<file path="src/rtl/microbot_nav_fsm.sv">
// Navigation controller: debounced obstacle sensors feed a six-state motion FSM
// with timed back-off, turn timeout and stuck detection, driving two PWM'd H-bridges.
module microbot_nav_fsm #(
  parameter int DEBOUNCE_CYCLES = 4,
  parameter int PWM_WIDTH       = 8,
  parameter int BACKUP_CYCLES   = 16,
  parameter int TURN_TIMEOUT    = 64,
  parameter int MAX_RETRIES     = 3
) (
  input  logic                 clk,
  input  logic                 rst_n,
  input  logic                 en,
  input  logic                 f_sensor,
  input  logic                 l_sensor,
  input  logic                 r_sensor,
  input  logic [PWM_WIDTH-1:0] speed,
  output logic                 motor_a_fwd,
  output logic                 motor_a_rev,
  output logic                 motor_b_fwd,
  output logic                 motor_b_rev,
  output logic [2:0]           state_o,
  output logic                 stuck
);

  localparam int DB_W = (DEBOUNCE_CYCLES > 1) ? $clog2(DEBOUNCE_CYCLES) : 1;
  localparam int TT_W = $clog2(TURN_TIMEOUT);
  localparam int BK_W = (BACKUP_CYCLES > 1) ? $clog2(BACKUP_CYCLES) : 1;
  localparam int RT_W = $clog2(MAX_RETRIES + 1);

  typedef enum logic [2:0] {
    ST_STANDBY = 3'd0,
    ST_FORWARD = 3'd1,
    ST_RIGHT   = 3'd2,
    ST_LEFT    = 3'd3,
    ST_BACKUP  = 3'd4,
    ST_STUCK   = 3'd5
  } state_t;

  logic [2:0] w_raw;
  logic [2:0] w_filt;

  assign w_raw = {r_sensor, l_sensor, f_sensor};

  // One debounce filter per sensor: bit 0 front, bit 1 left, bit 2 right.
  genvar gi;
  generate
    for (gi = 0; gi < 3; gi++) begin : g_db
      logic [DB_W-1:0] r_cnt;
      logic            r_filt;

      always_ff @(posedge clk) begin
        if (!rst_n) begin
          r_cnt  <= '0;
          r_filt <= 1'b0;
        end else if (w_raw[gi] != r_filt) begin
          if (r_cnt == DB_W'(DEBOUNCE_CYCLES - 1)) begin
            r_filt <= w_raw[gi];
            r_cnt  <= '0;
          end else begin
            r_cnt <= r_cnt + DB_W'(1);
          end
        end else begin
          r_cnt <= '0;
        end
      end

      assign w_filt[gi] = r_filt;
    end
  endgenerate

  logic w_fs, w_ls, w_rs;
  assign w_fs = w_filt[0];
  assign w_ls = w_filt[1];
  assign w_rs = w_filt[2];

  state_t          r_state, w_state_next, w_decide;
  logic [TT_W-1:0] r_turn_cnt, w_turn_next;
  logic [BK_W-1:0] r_bk_cnt, w_bk_next;
  logic [RT_W-1:0] r_retry, w_retry_next;
  logic [PWM_WIDTH-1:0] r_pwm_cnt;

  always_comb begin
    w_decide = ST_BACKUP;
    if (!w_fs && (w_ls == w_rs))     w_decide = ST_FORWARD;
    else if (w_ls && !w_rs)          w_decide = ST_RIGHT;
    else if (!w_ls && w_rs)          w_decide = ST_LEFT;
    else if (w_fs && !w_ls && !w_rs) w_decide = ST_RIGHT;
  end

  // The hold condition of FORWARD/RIGHT/LEFT is exactly "decide() picks this state".
  always_comb begin
    w_state_next = r_state;
    w_turn_next  = '0;
    w_bk_next    = '0;
    w_retry_next = r_retry;
    if (!en) begin
      w_state_next = ST_STANDBY;
      w_retry_next = '0;
    end else begin
      case (r_state)
        ST_STANDBY: w_state_next = w_decide;
        ST_FORWARD: w_state_next = w_decide;
        ST_RIGHT, ST_LEFT: begin
          if (r_turn_cnt == TT_W'(TURN_TIMEOUT - 1)) begin
            w_state_next = ST_BACKUP;
          end else if (w_decide == r_state) begin
            w_state_next = r_state;
            w_turn_next  = r_turn_cnt + TT_W'(1);
          end else begin
            w_state_next = w_decide;
          end
        end
        ST_BACKUP: begin
          if (r_retry == RT_W'(MAX_RETRIES)) begin
            w_state_next = ST_STUCK;
          end else if (r_bk_cnt == BK_W'(BACKUP_CYCLES - 1)) begin
            w_state_next = ST_STANDBY;
          end else begin
            w_state_next = ST_BACKUP;
            w_bk_next    = r_bk_cnt + BK_W'(1);
          end
        end
        ST_STUCK:   w_state_next = ST_STUCK;
        default:    w_state_next = ST_STANDBY;
      endcase
      if (w_state_next == ST_BACKUP && r_state != ST_BACKUP) begin
        w_retry_next = r_retry + RT_W'(1);
      end
      if (w_state_next == ST_FORWARD) begin
        w_retry_next = '0;
      end
    end
  end

  always_ff @(posedge clk) begin
    if (!rst_n) begin
      r_state    <= ST_STANDBY;
      r_turn_cnt <= '0;
      r_bk_cnt   <= '0;
      r_retry    <= '0;
    end else begin
      r_state    <= w_state_next;
      r_turn_cnt <= w_turn_next;
      r_bk_cnt   <= w_bk_next;
      r_retry    <= w_retry_next;
    end
  end

  // Direction is a pure function of one state, so fwd and rev can never overlap.
  logic [3:0] w_dir;
  logic       w_pwm_on;

  always_comb begin
    w_dir = 4'b0000;
    case (r_state)
      ST_FORWARD: w_dir = 4'b1010;
      ST_RIGHT:   w_dir = 4'b1001;
      ST_LEFT:    w_dir = 4'b0110;
      ST_BACKUP:  w_dir = 4'b0101;
      default:    w_dir = 4'b0000;
    endcase
  end

  assign w_pwm_on = (r_pwm_cnt < speed);

  always_ff @(posedge clk) begin
    if (!rst_n) begin
      r_pwm_cnt   <= '0;
      motor_a_fwd <= 1'b0;
      motor_a_rev <= 1'b0;
      motor_b_fwd <= 1'b0;
      motor_b_rev <= 1'b0;
      state_o     <= 3'd0;
      stuck       <= 1'b0;
    end else begin
      r_pwm_cnt   <= r_pwm_cnt + PWM_WIDTH'(1);
      motor_a_fwd <= w_dir[3] & w_pwm_on;
      motor_a_rev <= w_dir[2] & w_pwm_on;
      motor_b_fwd <= w_dir[1] & w_pwm_on;
      motor_b_rev <= w_dir[0] & w_pwm_on;
      state_o     <= r_state;
      stuck       <= (r_state == ST_STUCK);
    end
  end

endmodule

</file>
<file path="config.mk">
export PLATFORM = sky130hd
export DESIGN_NAME = microbot_nav_fsm
export DESIGN_NICKNAME = d
export VERILOG_FILES = /design/src/rtl/microbot_nav_fsm.sv
export SDC_FILE = /design/constraint.sdc
export NUM_CORES = 1
export LEC_CHECK = 0
export CORE_UTILIZATION = 40
export CTS_CLUSTER_SIZE = 12
export DETAILED_ROUTE_END_ITERATION = 10
export DONT_BUFFER_PORTS = 1
export PLACE_DENSITY = 0.57
export SYNTH_ARGS = -nofsm -noshare
export SYNTH_HDL_FRONTEND = slang
export SYNTH_SLANG_ARGS = --single-unit
</file>
<file path="constraint.sdc">
create_clock -name clk -period 3.8 [get_ports clk]
set_input_delay 0.57 -clock clk [delete_from_list [all_inputs] [get_ports clk]]
set_output_delay 0.57 -clock clk [all_outputs]
set_load 0.01 [all_outputs]
</file>
## Word level (Yosys, flattened, before mapping)

Index checks and enable logic that the tools add are counted.

- Flip-flop bits (word level): 40
- Output and inout port bits: 8

- Muxes and demuxes: 11
- Equality and inequality tests: 19
- Magnitude comparators: 1
- Reductions and logical operators: 22
- Add/subtract/negate cells: 7
- Bitwise logic cells: 12

Operators with widths:

| operator | count |
|---|---|
| 3-bit 2-to-1 mux | 9 |
| 4-bit case mux with 4 select lines | 1 |
| 3-bit case mux with 4 select lines | 1 |
| 3-bit OR reduction | 4 |
| 5-bit OR reduction | 2 |
| 3-bit equality test, second input constant | 3 |
| 2-bit by 1-bit adder with 2-bit output, second input constant | 4 |
| 8-bit by 1-bit adder with 8-bit output, second input constant | 1 |
| 2-bit equality test, second input constant | 4 |
| 8-bit < comparator | 1 |
| 1-bit NOT | 8 |
| 2-bit AND reduction | 4 |
| 6-bit by 1-bit adder with 6-bit output, second input constant | 1 |
| 3-bit by 1-bit equality test with 1-bit output, second input constant | 2 |
| 3-bit by 2-bit equality test with 1-bit output, second input constant | 2 |
| 6-bit equality test, second input constant | 1 |
| 1-bit logical AND | 6 |
| 4-bit by 1-bit adder with 4-bit output, second input constant | 1 |
| 1-bit AND | 4 |
| 4-bit equality test, second input constant | 1 |
| 2-bit OR reduction | 2 |
| 3-bit equality test | 1 |
| 1-bit logical NOT | 3 |
| 3-bit logical NOT | 1 |
| 3 further kinds | 5 |

## Logic depth before layout (Yosys ltp)

- Word-level depth: 14
- Gate-level depth with buffers: 7
- Mapped depth without buffers: 7

## Worst setup path before layout

No wires, ideal clock.

- Kind: reg2reg
- Start: reg g_db[1].r_filt
- End: reg r_retry[0]
- Setup time: 0.087 ns
- Data required time: 3.713 ns
- Setup slack: 1.951 ns
- Arrival time: 1.762 ns
- Stages on the path, launching flop included: 8
- Path buffers: 0
- Clock period less this slack: 1.849 ns
- Cell sequence: dfxtp_1 inv_1 ha_1 o21bai_2 a221oi_4 o211ai_2 and2_4 o31ai_1

- Word-level cells in the longest chain between the ends: 14

RTL lines:

| item | RTL line | text |
|---|---|---|
| start: declaration | 49 | `logic r_filt;` |
| start signal: assignment | 57 | `r_filt <= w_raw[gi];` |
| 1-bit logical NOT | 86, 87 |  |
| 1-bit logical AND (2 in series) | 87 | `else if (w_fs && !w_ls && !w_rs) w_decide = ST_RIGHT;` |
| 3-bit 2-to-1 mux | 87 |  |
| 3-bit 2-to-1 mux | 86 | `else if (!w_ls && w_rs) w_decide = ST_LEFT;` |
| 3-bit 2-to-1 mux | 85 | `else if (w_ls && !w_rs) w_decide = ST_RIGHT;` |
| 3-bit 2-to-1 mux * | 84 | `if (!w_fs && (w_ls == w_rs)) w_decide = ST_FORWARD;` |
| 3-bit equality test | 106 | `end else if (w_decide == r_state) begin` |
| 3-bit 2-to-1 mux | 106 |  |
| 3-bit 2-to-1 mux | 104 | `if (r_turn_cnt == TT_W'(TURN_TIMEOUT - 1)) begin` |
| 3-bit case mux with 4 select lines * | 100 | `case (r_state)` |
| 3-bit 2-to-1 mux * | 96 | `if (!en) begin` |
| 3-bit by 1-bit equality test with 1-bit output / 3-bit equality test (equally long branches) | 129, 126 |  |
| 3-bit OR reduction (no line) / 1-bit logical AND (equally long branches) | -- |  |
| end signal: assignment | 145 | `r_retry <= w_retry_next;` |
| end: declaration | 79 | `logic [RT_W-1:0] r_retry, w_retry_next;` |

Mark *: on every way between the ends. The rest lies on a longest branch, timed or not. The select of a mux whose other input is x is not followed.
A chain may end at the register's enable or synchronous reset.

## Worst setup path after layout

Ends and elaborated chain as after synthesis.

==> impl_metrics.yaml <==
timing:
  max_freq_ghz: 0.497
  period_share_pct: 52.9
  relSlewSlack_pct: 68.1
  fin_skew_ns: 0.00842
  fin_worst_hold_slack_ns: 0.400
  drv_slew: 0
  setup_tns_ns: 0
  hold_viol: 0
  rsz0062_at_grt: "no"
  setup_viol: 0
  finalCriticalPeriod_ns: 2.01
  worst_pin_slew_ns: 0.477
clock_network:
  cts-root-buf: "clkbuf_8"
  clock_latency_ns: 0.29
  cts_setup_buffers: 0
  tritoncts: "yes"
  cts_hold_buf: 0
  cts-resized-gates: 0
  cts.htree.levels: 2
  cts_buffers: 5
  cts_buffer_depth: 2
  clock-sinks: 40
  clkSlewWorstSetupHoldPaths_ns: 0.08
route:
  drc_errors: 4
  vias: 1305
  wl_per_cell_um: 13.5
  firstDrtPassIters: 7
  first_iter_violations: 44
  vias_per_cell: 5.26
  ant_nets: 0
  wl_um: 3350
finish:
  area_delta_synth_final_pct: 8.29
  multi_input_area_sq_mm: 0.00102
  layout_commonest_cell: "dfxtp_1"
  drive_above_1_share_pct: 6.63
  fin_nets: 225
  diodes: 0
  regArea_sq_um: 801
  final_cell_area_sq_mm: 0.00204
  fillCellCount: 445
  mostFrequentLayoutCells: "40 x dfxtp_1, 16 x ha_1, 15 x nor2_1, 14 x inv_1, 11 x and2_1"
floorplanning:
  fp.dieH_um: 70.7
  rows: 24
  coreArea_sq_mm: 0.00444
  start_util_pct: 42.4
  die_x_um: 70.7
  dieArea_sq_mm: 0.00499
  design.portCount: 22
global_route:
  antenna_found_initial: 0
  first_global_vias: 1335
  grt_pass1_wl_um: 5630
  grt_usage_pct: 14.5
  overflow: 0
  grt_max_degree: 26
worst_setup_path:
  crit_start: "g_db[1].r_filt$_SDFFE_PN0P_"
  path_max_fanout: 6
  r2r_start: "g_db[1].r_filt$_SDFFE_PN0P_"
  crit_arrival_ns: 2.22
  cp.required_ns: 4.01
  path_class: "flip-flop to flip-flop"
  critPathLaunchType: "flip-flop"
  end_kind: "flip-flop"
synthesis:
  synth_seq_cells: 40
  yosysTopAreaCellShare_pct: 42.5
  ys_warn_count: 0
  synth_fp_nets: 222
  ys_async_sr_fraction_pct: 0
  syn-cell-area_sq_mm: 0.00189
  yosys-top-cells-area: "dfxtp_1 42%, ha_1 11%, xnor2_1 4.6%"
  ys.flop_type: "dfxtp_1"
  synth-edff-count: 0
  synth.distinct_cells: 42
  ys_seq_area_share_pct: 42.5
  yosys.area.top_type: "dfxtp_1"
  synthCells: 192
  avgSynthCellArea_sq_um: 9.82
run:
  cap_violations: 0
pwr:
  peakVddDrop_mv: 0.165
  leakage_nw: 0.856
  cellPowerDensity_mw_per_mm2: 394
placed_design:
  gp_congestion: 0.843
  portBuffers: 0
  dpl_cell_area_sq_mm: 0.00193
  hpwl_um: 2500
outcome:
  status: "complete, but fails checks"
  violations: "design-rule violations"
hold_path:
  hp-start: "rst_n"
  hold_class: "input port to flip-flop"
Yosys cell counts (2+ instances only):
| cell | n |
|---|---|
| xnor2_1 | 10 |
| nor4b_1 | 3 |
| inv_1 | 14 |
| xor2_1 | 7 |
| and2_0 | 2 |
| ha_1 | 16 |
| and2_1 | 11 |
| nor4bb_1 | 3 |
| nor2_1 | 15 |
| and3_1 | 3 |
| o21bai_1 | 2 |
| nor2b_1 | 5 |
| nand3_1 | 8 |
| a21oi_1 | 3 |
| nand2_1 | 10 |
| a21o_1 | 3 |
| mux2i_1 | 3 |
| clkbuf_1 | 2 |
| nand2b_1 | 3 |
| dfxtp_1 | 40 |
| or3_1 | 2 |
| and4_1 | 2 |
| nand4_1 | 2 |
| a211oi_1 | 4 |
| o31ai_1 | 2 |
flip-flops by register name, summed over array words and instances, names as in the netlist:
signal       flops
g_db.r_cnt       6
g_db.r_filt      3
motor_a_fwd      1
motor_a_rev      1
motor_b_fwd      1
motor_b_rev      1
r_bk_cnt         4
r_pwm_cnt        8
r_retry          2
r_state          3
r_turn_cnt       6
state_o          3
stuck            1
metal layers:
| layer | GRT usage [%] | up-vias | wire [um] |
|---|---|---|---|
| met4 | 9.78 | 0 | 58 |
| met1 | 15.4 | 603 | 1560 |
| met3 | 5.27 | 7 | 173 |
| met2 | 24.2 | 32 | 1560 |
| met5 | 0 | - | 0 |
| li1 | - | 663 | - |
layout make-up:
class	count	share of cell area [%]
Multi-Input combinational cell	134	49.8
Sequential cell	40	39.2
Clock buffer	6	3.55
Tap cell	52	3.19
Inverter	14	2.57
Clock inverter	2	1.72
logic make-up after synthesis:
group | count (synthesis) | synth area share, %
fa+ha+maj | 16 | 10.6
flops | 40 | 42.5
buf+inv | 18 | 3.65
compound gates | 24 | 11.1
xor+xnor | 17 | 7.90
simple gates | 74 | 22.7
mux | 3 | 1.59
final timing paths:
path         cells past startpoint                     endpoint  slack (ns)
max                              7      r_retry[0]$_SDFFE_PP0P_        1.79
min                              1      r_pwm_cnt[7]$_SDFF_PN0_        0.40
max reg2reg                      7      r_retry[0]$_SDFFE_PP0P_        1.79
min reg2reg                      1  g_db[2].r_cnt[0]$_SDFF_PP0_        0.43
critical path: stages, from the launching register on:
cell      delay (ns)
dfxtp_1         0.49
inv_1           0.08
ha_1            0.31
o21bai_2        0.21
a221oi_4        0.30
o211ai_2        0.15
and2_4          0.18
o31ai_1         0.21
report_power, final:
part           total, mW  internal, mW  switching [mW]
Sequential         0.435         0.427         0.00792
Clock              0.336         0.195           0.141
Combinational     0.0346        0.0185          0.0161
Total              0.806         0.641           0.165
per-stage QoR:
stage          power, mW  instances  setup slack (ns)  utilization [%]
4_1_cts            0.817        248              1.79             45.9
3_3_place_gp       0.477        240              1.89             43.5
5_1_grt            0.840        248              1.60             45.9
6_report           0.806        248              1.79             45.9
3_5_place_dp       0.480        240              1.81             43.5
2_1_floorplan      0.474        192              1.95                -
(Power assumes the default switching activity.)
==> variant (config.mk and constraints unchanged) <==
`MAX_RETRIES`: 3 -> 6.
--- a/src/rtl/microbot_nav_fsm.sv
+++ b/src/rtl/microbot_nav_fsm.sv
@@ -5,7 +5,7 @@
   parameter int PWM_WIDTH       = 8,
   parameter int BACKUP_CYCLES   = 16,
   parameter int TURN_TIMEOUT    = 64,
-  parameter int MAX_RETRIES     = 3
+  parameter int MAX_RETRIES     = 6
 ) (
   input  logic                 clk,
   input  logic                 rst_n,
Check against the original RTL: same outputs for any inputs over 10 cycles, from zero or initial values and one cycle with rst_n low; that may be too few to reach the edited logic, so the function may still have changed.
==> variant against the original RTL <==
- area after synthesis increased by 6.4%
- fmax increased by 0.99%
- sequential share of layout area decreased by 0.92 points
- synthesized cell count increased by 7.3%
- worst setup slack improved by 0.020 ns
- routed wire length decreased by 3.8%
- count of clock-buffer cells in the layout unchanged
- total power decreased by 4.7%
- cell area increased by 5.0%
- highest routed layer unchanged
- sequential cell count increased by 1
==> variant: results (changes against the original RTL) <==
qor: critical_path.endpoint r_retry[2] [was r_retry[0]]
qor: finish.nets 239 [was 225]
qor: timing.fin_skew 0.00678 ns [was 0.00842 ns]
qor: routing.wirelength_met1 1680 um [was 1560 um]
qor: routing.detail_route.first_pass.iterations 4 [was 7]
qor: finish.final_cells 275 [was 248]
qor: clock_tree.clock_tree.buffer_depth 2 [unchanged]
qor: critical_path.worst-r2r-setup-slack 1.81 ns [was 1.79 ns]
qor: critical_path.cp.arrival 2.16 ns [was 2.22 ns]
qor: place.dp_hpwl 2460 um [was 2500 um]
qor: yosys.synth-seq-area-share 40.9% [was 42.5%]
qor: yosys.netlist_top_cells_count sky130_fd_sc_hd__dfxtp_1 (41), sky130_fd_sc_hd__ha_1 (17), sky130_fd_sc_hd__inv_1 (16), sky130_fd_sc_hd__nor2_1 (16), sky130_fd_sc_hd__xnor2_1 (11) [was sky130_fd_sc_hd__dfxtp_1 (40), sky130_fd_sc_hd__ha_1 (16), sky130_fd_sc_hd__nor2_1 (15), sky130_fd_sc_hd__inv_1 (14), sky130_fd_sc_hd__and2_1 (11)]
qor: place.placedCellCount 268 [was 240]
qor: global_routing.grt_first_pass_wirelength 5580 um [was 5630 um]
qor: yosys.ranking_of_synthesized_cells_by_area sky130_fd_sc_hd__dfxtp_1 (41%), sky130_fd_sc_hd__ha_1 (11%), sky130_fd_sc_hd__xnor2_1 (4.8%) [was sky130_fd_sc_hd__dfxtp_1 (42%), sky130_fd_sc_hd__ha_1 (11%), sky130_fd_sc_hd__xnor2_1 (4.6%)]
qor: place.post_dp_cell_area 0.00205 mm2 [was 0.00193 mm2]
qor: yosys.synth_cell_types 47 [was 42]
qor: power.max-vdd-ir-drop 0.000216 V [was 0.000165 V]
qor: yosys.syn-mean-instance-area 9.74 um2 [was 9.82 um2]
qor: critical_path.reg2regPathDepth 7 [unchanged]
qor: power.switching_share 21.8% [was 20.5%]
qor: routing.detailroute.via_count 1,358 [was 1,305]
qor: finish.post_route_cells_drive_above_1_share 10.6% [was 6.63%]
qor: routing.drtIter0Drc 39 [was 44]
qor: yosys.yosys_warnings 0 [unchanged]
qor: place.place.gp.congestion 0.806 [was 0.843]
qor: clock_tree.cts_inserted_buffers 5 [unchanged]
qor: routing.wl_met2 1370 um [was 1560 um]
qor: global_routing.maximum_number_of_pins_on_one_net_before_global_route_repair 25 [was 26]
qor: yosys.asyncSetResetFlopFracSynth 0% [unchanged]
qor: timing.worst_pin_slew 0.369 ns [was 0.477 ns]
qor: power.cellLeakagePower 0.861 nW [was 0.856 nW]
qor: outcome.outcome finished clean [was complete, but fails checks]
qor: clock_tree.worst_setup_hold_path_clk_slew 0.08 ns [about the same]
qor: routing.met3RoutedLength 118 um [was 173 um]
qor: global_routing.first_global_vias 1,283 [was 1,335]
qor: routing.postRouteWirelength 3220 um [was 3350 um]
qor: place.numPortBuffers 0 [unchanged]
[variant: worst max-delay path, cell delays in order, from the launching register on]
cell	delay (ns)
sky130_fd_sc_hd__dfxtp_1	0.40
sky130_fd_sc_hd__inv_1	0.08
sky130_fd_sc_hd__ha_1	0.29
sky130_fd_sc_hd__nor2b_2	0.18
sky130_fd_sc_hd__nor4_1	0.32
sky130_fd_sc_hd__o31ai_1	0.18
sky130_fd_sc_hd__o311ai_0	0.30
sky130_fd_sc_hd__a31oi_1	0.13
[variant: power by group through the flow]
stage / logic (mW) / registers [mW] / clock network (mW)
floorplan: 0.0355 / 0.453 / 0
global placement: 0.0368 / 0.455 / 0
detailed placement: 0.0374 / 0.455 / 0
CTS: 0.0377 / 0.445 / 0.302
global route: 0.0425 / 0.446 / 0.319
finish: 0.0374 / 0.445 / 0.285
[variant: logic make-up after synthesis]
logic type | count (synthesis) | share of synthesized area [%]
AOI/OAI and AO/OA | 31 | 12.2
xor gates and xnor gates | 17 | 7.42
adders and majority gates | 17 | 10.6
buffers and inverters | 21 | 4.86
DFF | 41 | 40.9
muxes | 3 | 1.50
and+or+nand+nor | 76 | 22.6
[variant: area by class of cell]
| cell class | instances | area [um2] |
|---|---|---|
| tap | 67 | 83.8 |
| clock buffer | 6 | 82.6 |
| inverter | 16 | 60.1 |
| sequential | 41 | 821 |
| clock inverter | 1 | 7.51 |
| multi-input combinational | 144 | 1090 |
| fill | 467 | 2640 |
[variant: per-layer routing]
metal,vias up,global-route usage [%]
li1,732,-
met1,602,17.6
met2,19,21.0
met3,5,4.28
met4,0,5.88
met5,-,0
[variant: how the worst min path moves through the flow]
stage / startpoint / endpoint / cells after the start
floorplan: g_db[1].r_cnt[0] / g_db[1].r_cnt[0] / 1
global placement: g_db[1].r_cnt[0] / g_db[1].r_cnt[0] / 1
detailed placement: g_db[1].r_cnt[0] / g_db[1].r_cnt[0] / 1
CTS: rst_n / r_pwm_cnt[5] / 1
global route: rst_n / r_pwm_cnt[1] / 1
finish: rst_n / r_pwm_cnt[6] / 1
[variant: stage by stage]
| step | hold WS (ns) | setup slack (ns) | util (%) |
|---|---|---|---|
| final | 0.402 | 1.81 | 44.8 |
| after global routing | 0.383 | 1.67 | 44.8 |
| after CTS | 0.389 | 1.81 | 44.8 |
| after detailed placement | 0.424 | 1.80 | 42.9 |
| after global placement | 0.421 | 1.87 | 42.9 |
| after floorplan | 0.406 | 1.96 | - |
